--- src/rtl/div_seq_ctrl_if.sv ---
// rtl/div_seq_ctrl_if.sv - request/result bundle for the sequential divider
interface div_seq_ctrl_if #(
    parameter int N = 8
);
    logic         start;
    logic [N-1:0] a;
    logic [N-1:0] b;
    logic         busy;
    logic         done;
    logic [N-1:0] q;
    logic [N-1:0] r;
    logic         div_by_zero;

    modport master (
        output start, a, b,
        input  busy, done, q, r, div_by_zero
    );

    modport slave (
        input  start, a, b,
        output busy, done, q, r, div_by_zero
    );
endinterface

--- src/rtl/div_seq_ctrl.sv ---
// rtl/div_seq_ctrl.sv - restoring shift-subtract divider, one quotient bit per clock
module div_seq_ctrl #(
    parameter int N = 8
) (
    input  logic           clk,
    input  logic           rst_n,
    div_seq_ctrl_if.slave  bus
);
    localparam int CW = $clog2(N + 1);

    localparam logic [1:0] IDLE = 2'd0;
    localparam logic [1:0] CALC = 2'd1;
    localparam logic [1:0] DONE = 2'd2;

    logic [1:0]    state_q, state_d;
    logic [N:0]    rem_q, rem_d;
    logic [N-1:0]  quo_q, quo_d;
    logic [N-1:0]  b_q, b_d;
    logic [CW-1:0] cnt_q, cnt_d;
    logic [N-1:0]  q_q, q_d;
    logic [N-1:0]  r_q, r_d;
    logic          dbz_q, dbz_d;

    // {rem,quo} shifted left by one; the remainder keeps N+1 bits so the trial
    // subtraction's sign lands in its MSB
    logic [2*N:0]  shifted;
    logic [N:0]    trial;

    assign bus.busy        = (state_q != IDLE);
    assign bus.done        = (state_q == DONE);
    assign bus.q           = q_q;
    assign bus.r           = r_q;
    assign bus.div_by_zero = dbz_q;

    // next-state: operand capture, one restoring step per CALC cycle, result load
    always_comb begin
        state_d = state_q;
        rem_d   = rem_q;
        quo_d   = quo_q;
        b_d     = b_q;
        cnt_d   = cnt_q;
        q_d     = q_q;
        r_d     = r_q;
        dbz_d   = dbz_q;
        shifted = {rem_q, quo_q} << 1;
        trial   = shifted[2*N:N] - {1'b0, b_q};
        case (state_q)
            IDLE: begin
                if (bus.start) begin
                    quo_d = bus.a;
                    b_d   = bus.b;
                    rem_d = '0;
                    cnt_d = CW'(N);
                    if (bus.b != '0) begin
                        state_d = CALC;
                    end else begin
                        // zero divisor: skip iteration, report all-ones quotient
                        state_d = DONE;
                        q_d     = '1;
                        r_d     = bus.a;
                        dbz_d   = 1'b1;
                    end
                end
            end
            CALC: begin
                if (!trial[N]) begin
                    rem_d = trial;
                    quo_d = {shifted[N-1:1], 1'b1};
                end else begin
                    rem_d = shifted[2*N:N];
                    quo_d = shifted[N-1:0];
                end
                cnt_d = cnt_q - CW'(1);
                if (cnt_q == CW'(1)) begin
                    state_d = DONE;
                    q_d     = quo_d;
                    r_d     = rem_d[N-1:0];
                    dbz_d   = 1'b0;
                end
            end
            DONE:    state_d = IDLE;
            default: state_d = IDLE;
        endcase
    end

    // state registers with synchronous active-low clear
    always_ff @(posedge clk) begin
        if (!rst_n) begin
            state_q <= IDLE;
            rem_q   <= '0;
            quo_q   <= '0;
            b_q     <= '0;
            cnt_q   <= '0;
            q_q     <= '0;
            r_q     <= '0;
            dbz_q   <= 1'b0;
        end else begin
            state_q <= state_d;
            rem_q   <= rem_d;
            quo_q   <= quo_d;
            b_q     <= b_d;
            cnt_q   <= cnt_d;
            q_q     <= q_d;
            r_q     <= r_d;
            dbz_q   <= dbz_d;
        end
    end
endmodule

--- src/flat_wrapper.sv ---
// flat-port wrapper written by rule: the top's interface ports become plain ports
module div_seq_ctrl_flat 
#(
    parameter int N = 8
)
  (clk, rst_n, bus_start, bus_a, bus_b, bus_busy, bus_done, bus_q, bus_r, bus_div_by_zero);
  div_seq_ctrl_if #(.N(N)) bus_i ();
  input  logic clk;
  input  logic rst_n;
  input wire logic [$bits(bus_i.start)-1:0] bus_start;
  input wire logic [$bits(bus_i.a)-1:0] bus_a;
  input wire logic [$bits(bus_i.b)-1:0] bus_b;
  output wire logic [$bits(bus_i.busy)-1:0] bus_busy;
  output wire logic [$bits(bus_i.done)-1:0] bus_done;
  output wire logic [$bits(bus_i.q)-1:0] bus_q;
  output wire logic [$bits(bus_i.r)-1:0] bus_r;
  output wire logic [$bits(bus_i.div_by_zero)-1:0] bus_div_by_zero;
  assign bus_i.start = bus_start;
  assign bus_i.a = bus_a;
  assign bus_i.b = bus_b;
  assign bus_busy = bus_i.busy;
  assign bus_done = bus_i.done;
  assign bus_q = bus_i.q;
  assign bus_r = bus_i.r;
  assign bus_div_by_zero = bus_i.div_by_zero;
  div_seq_ctrl #(.N(N)) u_core (.clk(clk), .rst_n(rst_n), .bus(bus_i));
endmodule
--- config.mk ---
export PLATFORM = sky130hd
export DESIGN_NAME = div_seq_ctrl_flat
export DESIGN_NICKNAME = d
export VERILOG_FILES = /design/src/rtl/div_seq_ctrl_if.sv /design/src/rtl/div_seq_ctrl.sv /design/src/flat_wrapper.sv
export SDC_FILE = /design/constraint.sdc
export NUM_CORES = 1
export LEC_CHECK = 0
export BUFFER_PORTS_ARGS = -buffer_cell sky130_fd_sc_hd__buf_2
export CAP_MARGIN = 0
export CORE_UTILIZATION = 50
export CTS_CLUSTER_DIAMETER = 40
export CTS_CLUSTER_SIZE = 20
export DETAILED_ROUTE_END_ITERATION = 10
export PLACE_DENSITY = 0.78
export SKIP_LAST_GASP = 1
export SYNTH_ARGS = -nofsm -noshare
export SYNTH_HDL_FRONTEND = slang
export SYNTH_SLANG_ARGS = --single-unit
--- constraint.sdc ---
create_clock -name clk -period 3 [get_ports clk]
set_input_delay 0.9 -clock clk [delete_from_list [all_inputs] [get_ports clk]]
set_output_delay 0.9 -clock clk [all_outputs]
set_load 0.005 [all_outputs]
==> results.sh, run 1 <==
export IMPL_status="complete, no violations"
export IMPL_finClkSkew_ns=0.006539
export IMPL_drtIter0Drc=201
export IMPL_p_per_area_nw_per_um2=669.2
export IMPL_grt_pass1_vias=2151
export IMPL_area_delta_synth_final_pct=12.22
export IMPL_hold_buffers=0
export IMPL_r2r_end="u_core.bus.r[5]"
export IMPL_ys_flop_type="dfxtp_1"
export IMPL_cpPeakStageDelay_ns=0.42
export IMPL_yosysUniqueCellTypes=55
export IMPL_critPathRequiredTime_ns=3.18
export IMPL_die_area_um2=5492
export IMPL_viasPerCell=5.644
export IMPL_place_hpwl_um=4247
export IMPL_vias=2359
export IMPL_root_buffer="clkbuf_8"
export IMPL_synth_avg_cell_area_um2=8.125
export IMPL_period_minus_slack_ns=2.563
export IMPL_rsz0062_at_grt="false"
export IMPL_clk_latency_ns=0.31
export IMPL_hold_violations=0
export IMPL_syn_nets=350
export IMPL_setup_worst_path_class="register to register"
export IMPL_port_buffer_count=37
export IMPL_start_util_pct=53.63
export IMPL_clock_path_buffers=2
export IMPL_synth_warnings=0
export IMPL_synthCells=320
export IMPL_end_kind="register"
export IMPL_crit_path_frequent_cell="inv_1"
export IMPL_drive_gt1_share_pct=18.52
export IMPL_whs_endpoint="u_core.b_q[6]"
export IMPL_diodes=0
export IMPL_fin_setup_tns_ns=0
export IMPL_cts_tree="done"
export IMPL_drtAntennaViolNets=0
export IMPL_rr_worst_depth=10
export IMPL_cp_arrival_ns=2.75
export IMPL_fmax_mhz=390.1
export IMPL_critical_path_max_fanout=8
export IMPL_cts_resized=0
export IMPL_synth_edff_count=0
export IMPL_cts_sinks=47
export IMPL_die_width_um=74.11
export IMPL_crit_path_cell_trace="inv_1, ha_1, inv_1, fa_1, a211oi_2, nor3_4, mux2_4, and3_1, o21ai_1, a31oi_1"
export IMPL_ys_seq_area_share_pct=36.19
export IMPL_gp_congestion=0.8572
export IMPL_maxCapViolations=0
export IMPL_hold_class="register to register"
export IMPL_slew_violations=0
export IMPL_coreArea_um2=4848
export IMPL_post_cts_buffers=0
export IMPL_first_pass_iters=5
export IMPL_globalRouteTotalUtil_pct=23.44
export IMPL_worstHoldPathCells=2
export IMPL_finalSetupViolations=0
export IMPL_routed_wl_um=5897
export IMPL_cts_buffers=5
export IMPL_path_clk_slew_ns=0.09
export IMPL_leakage_nw=1.257
export IMPL_r2r_start="u_core.quo_q[7]"
export IMPL_grt_pass1_wl_um=9894
export IMPL_wl_per_cell_um=14.11
export IMPL_num_nets_final=380
export IMPL_syn_area_um2=2600
export IMPL_crit_path_start_kind="register"
export IMPL_h_tree_depth=2
export IMPL_antenna_found_initial=0
export IMPL_synthArstFlopShare_pct=0
export IMPL_post_route_period_util_pct=85.44
export IMPL_hold_path_startpoint="u_core.b_q[6]"
export IMPL_irDropWorstVdd_mv=0.3243
export IMPL_grt_max_degree=48
export IMPL_io_pins=38
export IMPL_critical_path_slowest_cell="fa_1"
export IMPL_rows=25
export IMPL_grt_overflow_total=0
export IMPL_holdWs_ns=0.4674
export IMPL_r2r_slack_ns=0.44
export IMPL_drcViolationCount=0
export IMPL_fp_dieH_um=74.11
export IMPL_max_slew_worst_pin_slew_ns=0.6797
export IMPL_relSlewSlack_pct=54.69
export IMPL_ys_ff_latch=47
[placed cells by master (no fill, tap or decap), types with 3 or more instances in the layout]
| cell type | Yosys | final |
|---|---|---|
| a211oi_2 | 3 | 3 |
| a21boi_0 | 8 | 8 |
| nor2_1 | 16 | 16 |
| nand3_1 | 11 | 11 |
| o21ai_0 | 31 | 31 |
| o211a_1 | 8 | 8 |
| and2_1 | 5 | 5 |
| a31oi_1 | 13 | 13 |
| clkbuf_8 | 1 | 5 |
| nand2_1 | 54 | 54 |
| nor3b_1 | 10 | 10 |
| a21o_1 | 5 | 5 |
| and3_1 | 3 | 3 |
| buf_2 | 0 | 37 |
| ha_1 | 10 | 10 |
| a21oi_1 | 11 | 11 |
| inv_1 | 15 | 15 |
| buf_4 | 1 | 4 |
| dfxtp_1 | 47 | 47 |
| nor3_1 | 10 | 10 |
[worst max-delay path by stage]
stage                         start         endpoint  slack (ns)  cells past startpoint
detailed placement  u_core.quo_q[7]  u_core.bus.r[5]        0.47                     10
finish              u_core.quo_q[7]  u_core.bus.r[5]        0.44                     10
floorplan           u_core.quo_q[7]  u_core.bus.r[7]        0.76                     10
global placement    u_core.quo_q[7]  u_core.bus.r[5]        0.57                     10
CTS                 u_core.quo_q[7]  u_core.bus.r[5]        0.45                     10
global route        u_core.quo_q[7]  u_core.bus.r[5]        0.33                     10
[routing by layer]
layer	GRT usage (%)	wire length [um]
met4	9.829	133
met2	36.16	2673
met3	4.201	358
met5	0	0
met1	32.24	2731
[critical path: cells and delay by family, from the launching register on]
kind                       cells  cell delay [ns]
AOI/OAI and AO/OA              3             0.76
adders and majority gates      2             0.58
buffers and inverters          2             0.12
DFF                            1             0.33
muxes                          1             0.36
and+or+nand+nor                2             0.29
[report_power, final]
part           switching, W  internal [W]
sequential        0.0000548      0.000700
combinational      0.000419      0.000294
clock              0.000233      0.000251
[logic make-up after synthesis]
logic type / after synthesis / synth area share [%]
buffers and inverters: 33 / 5.871
multiplexers: 2 / 1.443
AND/OR/NAND/NOR: 124 / 23.48
XOR/XNOR: 3 / 1.011
flip-flops: 47 / 36.19
AO/OA/AOI/OAI: 100 / 26.42
adder cells (fa/ha/maj): 11 / 5.582
[cells in the mapped netlist (all sizes together), types with 2 or more instances]
library cell   n  share of area [%]
nand2         55                8.0
dfxtp         47                 36
o21ai         33                6.4
nor2          18                3.0
inv           15                2.2
clkbuf        14                2.4
a31oi         13                3.1
a21oi         12                2.5
nand3         11                2.1
nor3          11                2.6
ha            10                4.8
nor3b         10                2.9
a21boi         8                2.3
o211a          8                3.1
a21o           6                1.8
and2           5                1.2
a211oi         4                1.7
buf            4                1.3
and3           3               0.72
or2b           3               0.96
nand2b         2               0.48
nor2b          2               0.48
nor4           2               0.48
o21a           2               0.58
o221ai         2               0.67
o22ai          2               0.48
o311ai         2               0.96
xor2           2               0.67
[area by class of cell]
cell class	count	area (um2)
flip-flops and latches	47	940.9
inverters	15	56.30
clock inverters	3	46.29
multi-input cells	240	1506
fillers	451	1931
clock buffers	5	68.82
well taps	67	83.83
repair buffers	41	215.2
[per-stage QoR]
step	power, W	std cells	instance area (um2)	setup slack [ns]	utilization [%]
after floorplan	0.001314	320	2600	0.7586	-
after global placement	0.001455	410	2803	0.5719	57.81
after detailed placement	0.001473	410	2803	0.4723	57.81
after CTS	0.001960	418	2918	0.4549	60.18
after global routing	0.002083	418	2918	0.3267	60.18
final	0.001953	418	2918	0.4367	60.18
[flip-flops by register name, indices dropped and copies added, names as in the netlist]
signal,flops
u_core.bus.div_by_zero,1
u_core.rem_q,8
u_core.bus.r,8
u_core.b_q,8
u_core.cnt_q,4
u_core.state_q,2
u_core.bus.q,8
u_core.quo_q,8
Power figures use the tool's default switching activity.
==> run 2, diff against run 1 <==
- clock period: 3 -> 2.6 ns (I/O delays scaled with it)
==> run 2 against run 1 <==
Net effect: worst setup slack worse by 0.24 ns; clock power up 16%; sequential share of layout area down 0.49 points; power up 17%; register-to-register slack worse by 0.24 ns; non-clock buffer count up 6; cell area up 1.5%; sequential power up 16%; global-route usage up 0.24 points.
==> results.sh, run 2 (same netlist as run 1, synthesis figures left out) <==
export IMPL_status="complete, no violations"
export IMPL_grt_max_degree=48
export IMPL_io_pins=38
export IMPL_finClkSkew_ns=0.009431
export IMPL_irDropWorstVdd_mv=0.3783
export IMPL_path_clk_slew_ns=0.09
export IMPL_diodes=0
export IMPL_gp_congestion=0.8688
export IMPL_area_delta_synth_final_pct=13.96
export IMPL_seq_power_share_pct=38.2
export IMPL_p_comb_share_pct=37.1
export IMPL_drive_gt1_share_pct=19.89
export IMPL_period_minus_slack_ns=2.408
export IMPL_maxCapViolations=0
export IMPL_hold_violations=0
export IMPL_grt_overflow_total=0
export IMPL_startpoint="u_core.quo_q[7]"
export IMPL_r2r_slack_ns=0.19
export IMPL_internal_power_w=0.001456
export IMPL_clock_path_buffers=2
export IMPL_die_area_um2=5492
export IMPL_drcViolationCount=0
export IMPL_antenna_found_initial=0
export IMPL_cts_tree="done"
export IMPL_clockPowerShare_pct=24.6
export IMPL_clk_latency_ns=0.31
export IMPL_h_tree_depth=2
export IMPL_cts_buffers=5
export IMPL_cts_resized=0
export IMPL_placed_area_um2=2848
export IMPL_grt_pass1_vias=2133
export IMPL_fin_setup_tns_ns=0
export IMPL_crit_path_start_kind="register"
export IMPL_swShare_pct=36.25
export IMPL_globalRouteTotalUtil_pct=23.68
export IMPL_root_buffer="clkbuf_8"
export IMPL_rr_worst_depth=10
export IMPL_place_hpwl_um=4329
export IMPL_wl_per_cell_um=14.15
export IMPL_fmax_mhz=415.3
export IMPL_cp_arrival_ns=2.60
export IMPL_post_cts_buffers=0
export IMPL_p_per_area_nw_per_um2=770.9
export IMPL_cts_sinks=47
export IMPL_start_util_pct=53.63
export IMPL_fp_dieH_um=74.11
export IMPL_viasPerCell=5.703
export IMPL_setup_worst_path_class="register to register"
export IMPL_post_route_period_util_pct=92.62
export IMPL_net_switching_power_w=0.0008280
export IMPL_fin_util_pct=61.11
export IMPL_fin_cells=424
export IMPL_grt_pass1_wl_um=10070
export IMPL_drtIter0Drc=172
export IMPL_end_kind="register"
export IMPL_rsz0062_at_grt="false"
export IMPL_final_common_cell="nand2_1"
export IMPL_final_cell_mix="nand2_1, dfxtp_1, buf_2"
export IMPL_final_area_um2=2963
export IMPL_first_pass_iters=4
export IMPL_hold_buffers=0
export IMPL_vias=2418
export IMPL_routed_wl_um=5999
export IMPL_critical_path_max_fanout=7
export IMPL_critPathRequiredTime_ns=2.79
export IMPL_port_buffer_count=37
export IMPL_relSlewSlack_pct=53.50
export IMPL_drtAntennaViolNets=0
export IMPL_slew_violations=0
export IMPL_coreArea_um2=4848
export IMPL_max_slew_worst_pin_slew_ns=0.6975
export IMPL_leakage_nw=1.287
export IMPL_finalSetupViolations=0
export IMPL_r2r_end="u_core.rem_q[7]"
export IMPL_dp_cells=416
export IMPL_num_nets_final=386
export IMPL_hold_class="register to register"
export IMPL_rows=25
export IMPL_crit_path_end="u_core.rem_q[7]"
export IMPL_r2r_start="u_core.quo_q[7]"
export IMPL_die_width_um=74.11
[run 2: area by class of cell]
cell class | instances | area (um2)
fill | 451 | 1886
multi-input combinational | 240 | 1506
sequential | 47 | 940.9
timing repair buffer | 47 | 260.3
tap | 67 | 83.83
clock buffer | 5 | 68.82
inverter | 15 | 56.30
clock inverter | 3 | 46.29
[run 2: routing by layer]
metal	vias up	global-route usage, %	wire, um
met1	1136	33.89	2855
met4	0	6.197	66
met5	-	0	0
li1	1216	-	-
met3	7	4.065	322
met2	59	36.87	2754
[run 2: stage by stage]
stage	hold slack (ns)	setup slack (ns)	power (W)
after floorplan	0.4435	0.3586	0.001516
after global placement	0.4560	0.2712	0.001703
after detailed placement	0.4588	0.2352	0.001721
after CTS	0.4717	0.1786	0.002279
after global routing	0.4973	0.002433	0.002426
final	0.4667	0.1919	0.002284
[run 2: how the worst min path moves through the flow]
stage | from | end | slack, ns | cells after the start
2_1_floorplan | u_core.b_q[1] | u_core.b_q[1] | 0.44 | 2
3_3_place_gp | u_core.b_q[1] | u_core.b_q[1] | 0.46 | 2
3_5_place_dp | u_core.b_q[2] | u_core.b_q[2] | 0.46 | 2
4_1_cts | u_core.b_q[2] | u_core.b_q[2] | 0.47 | 2
5_1_grt | u_core.b_q[4] | u_core.b_q[4] | 0.50 | 2
6_report | u_core.b_q[2] | u_core.b_q[2] | 0.47 | 2
[run 2: worst max-delay path, stage by stage (launching register included)]
cell,delay [ns]
dfxtp_1,0.33
inv_1,0.07
ha_1,0.16
inv_1,0.05
fa_1,0.41
a211oi_2,0.34
nor3_4,0.11
mux2i_4,0.26
nor2_2,0.11
o311ai_2,0.33
a21oi_1,0.11
[run 2: power groups by stage]
stage                     Combinational, W  Clock (W)  Sequential (W)
final                             0.000848   0.000563        0.000873
after global routing              0.000949   0.000595        0.000883
after CTS                         0.000845   0.000563        0.000871
after detailed placement          0.000834          0        0.000887
after global placement            0.000819          0        0.000884
after floorplan                   0.000644          0        0.000872
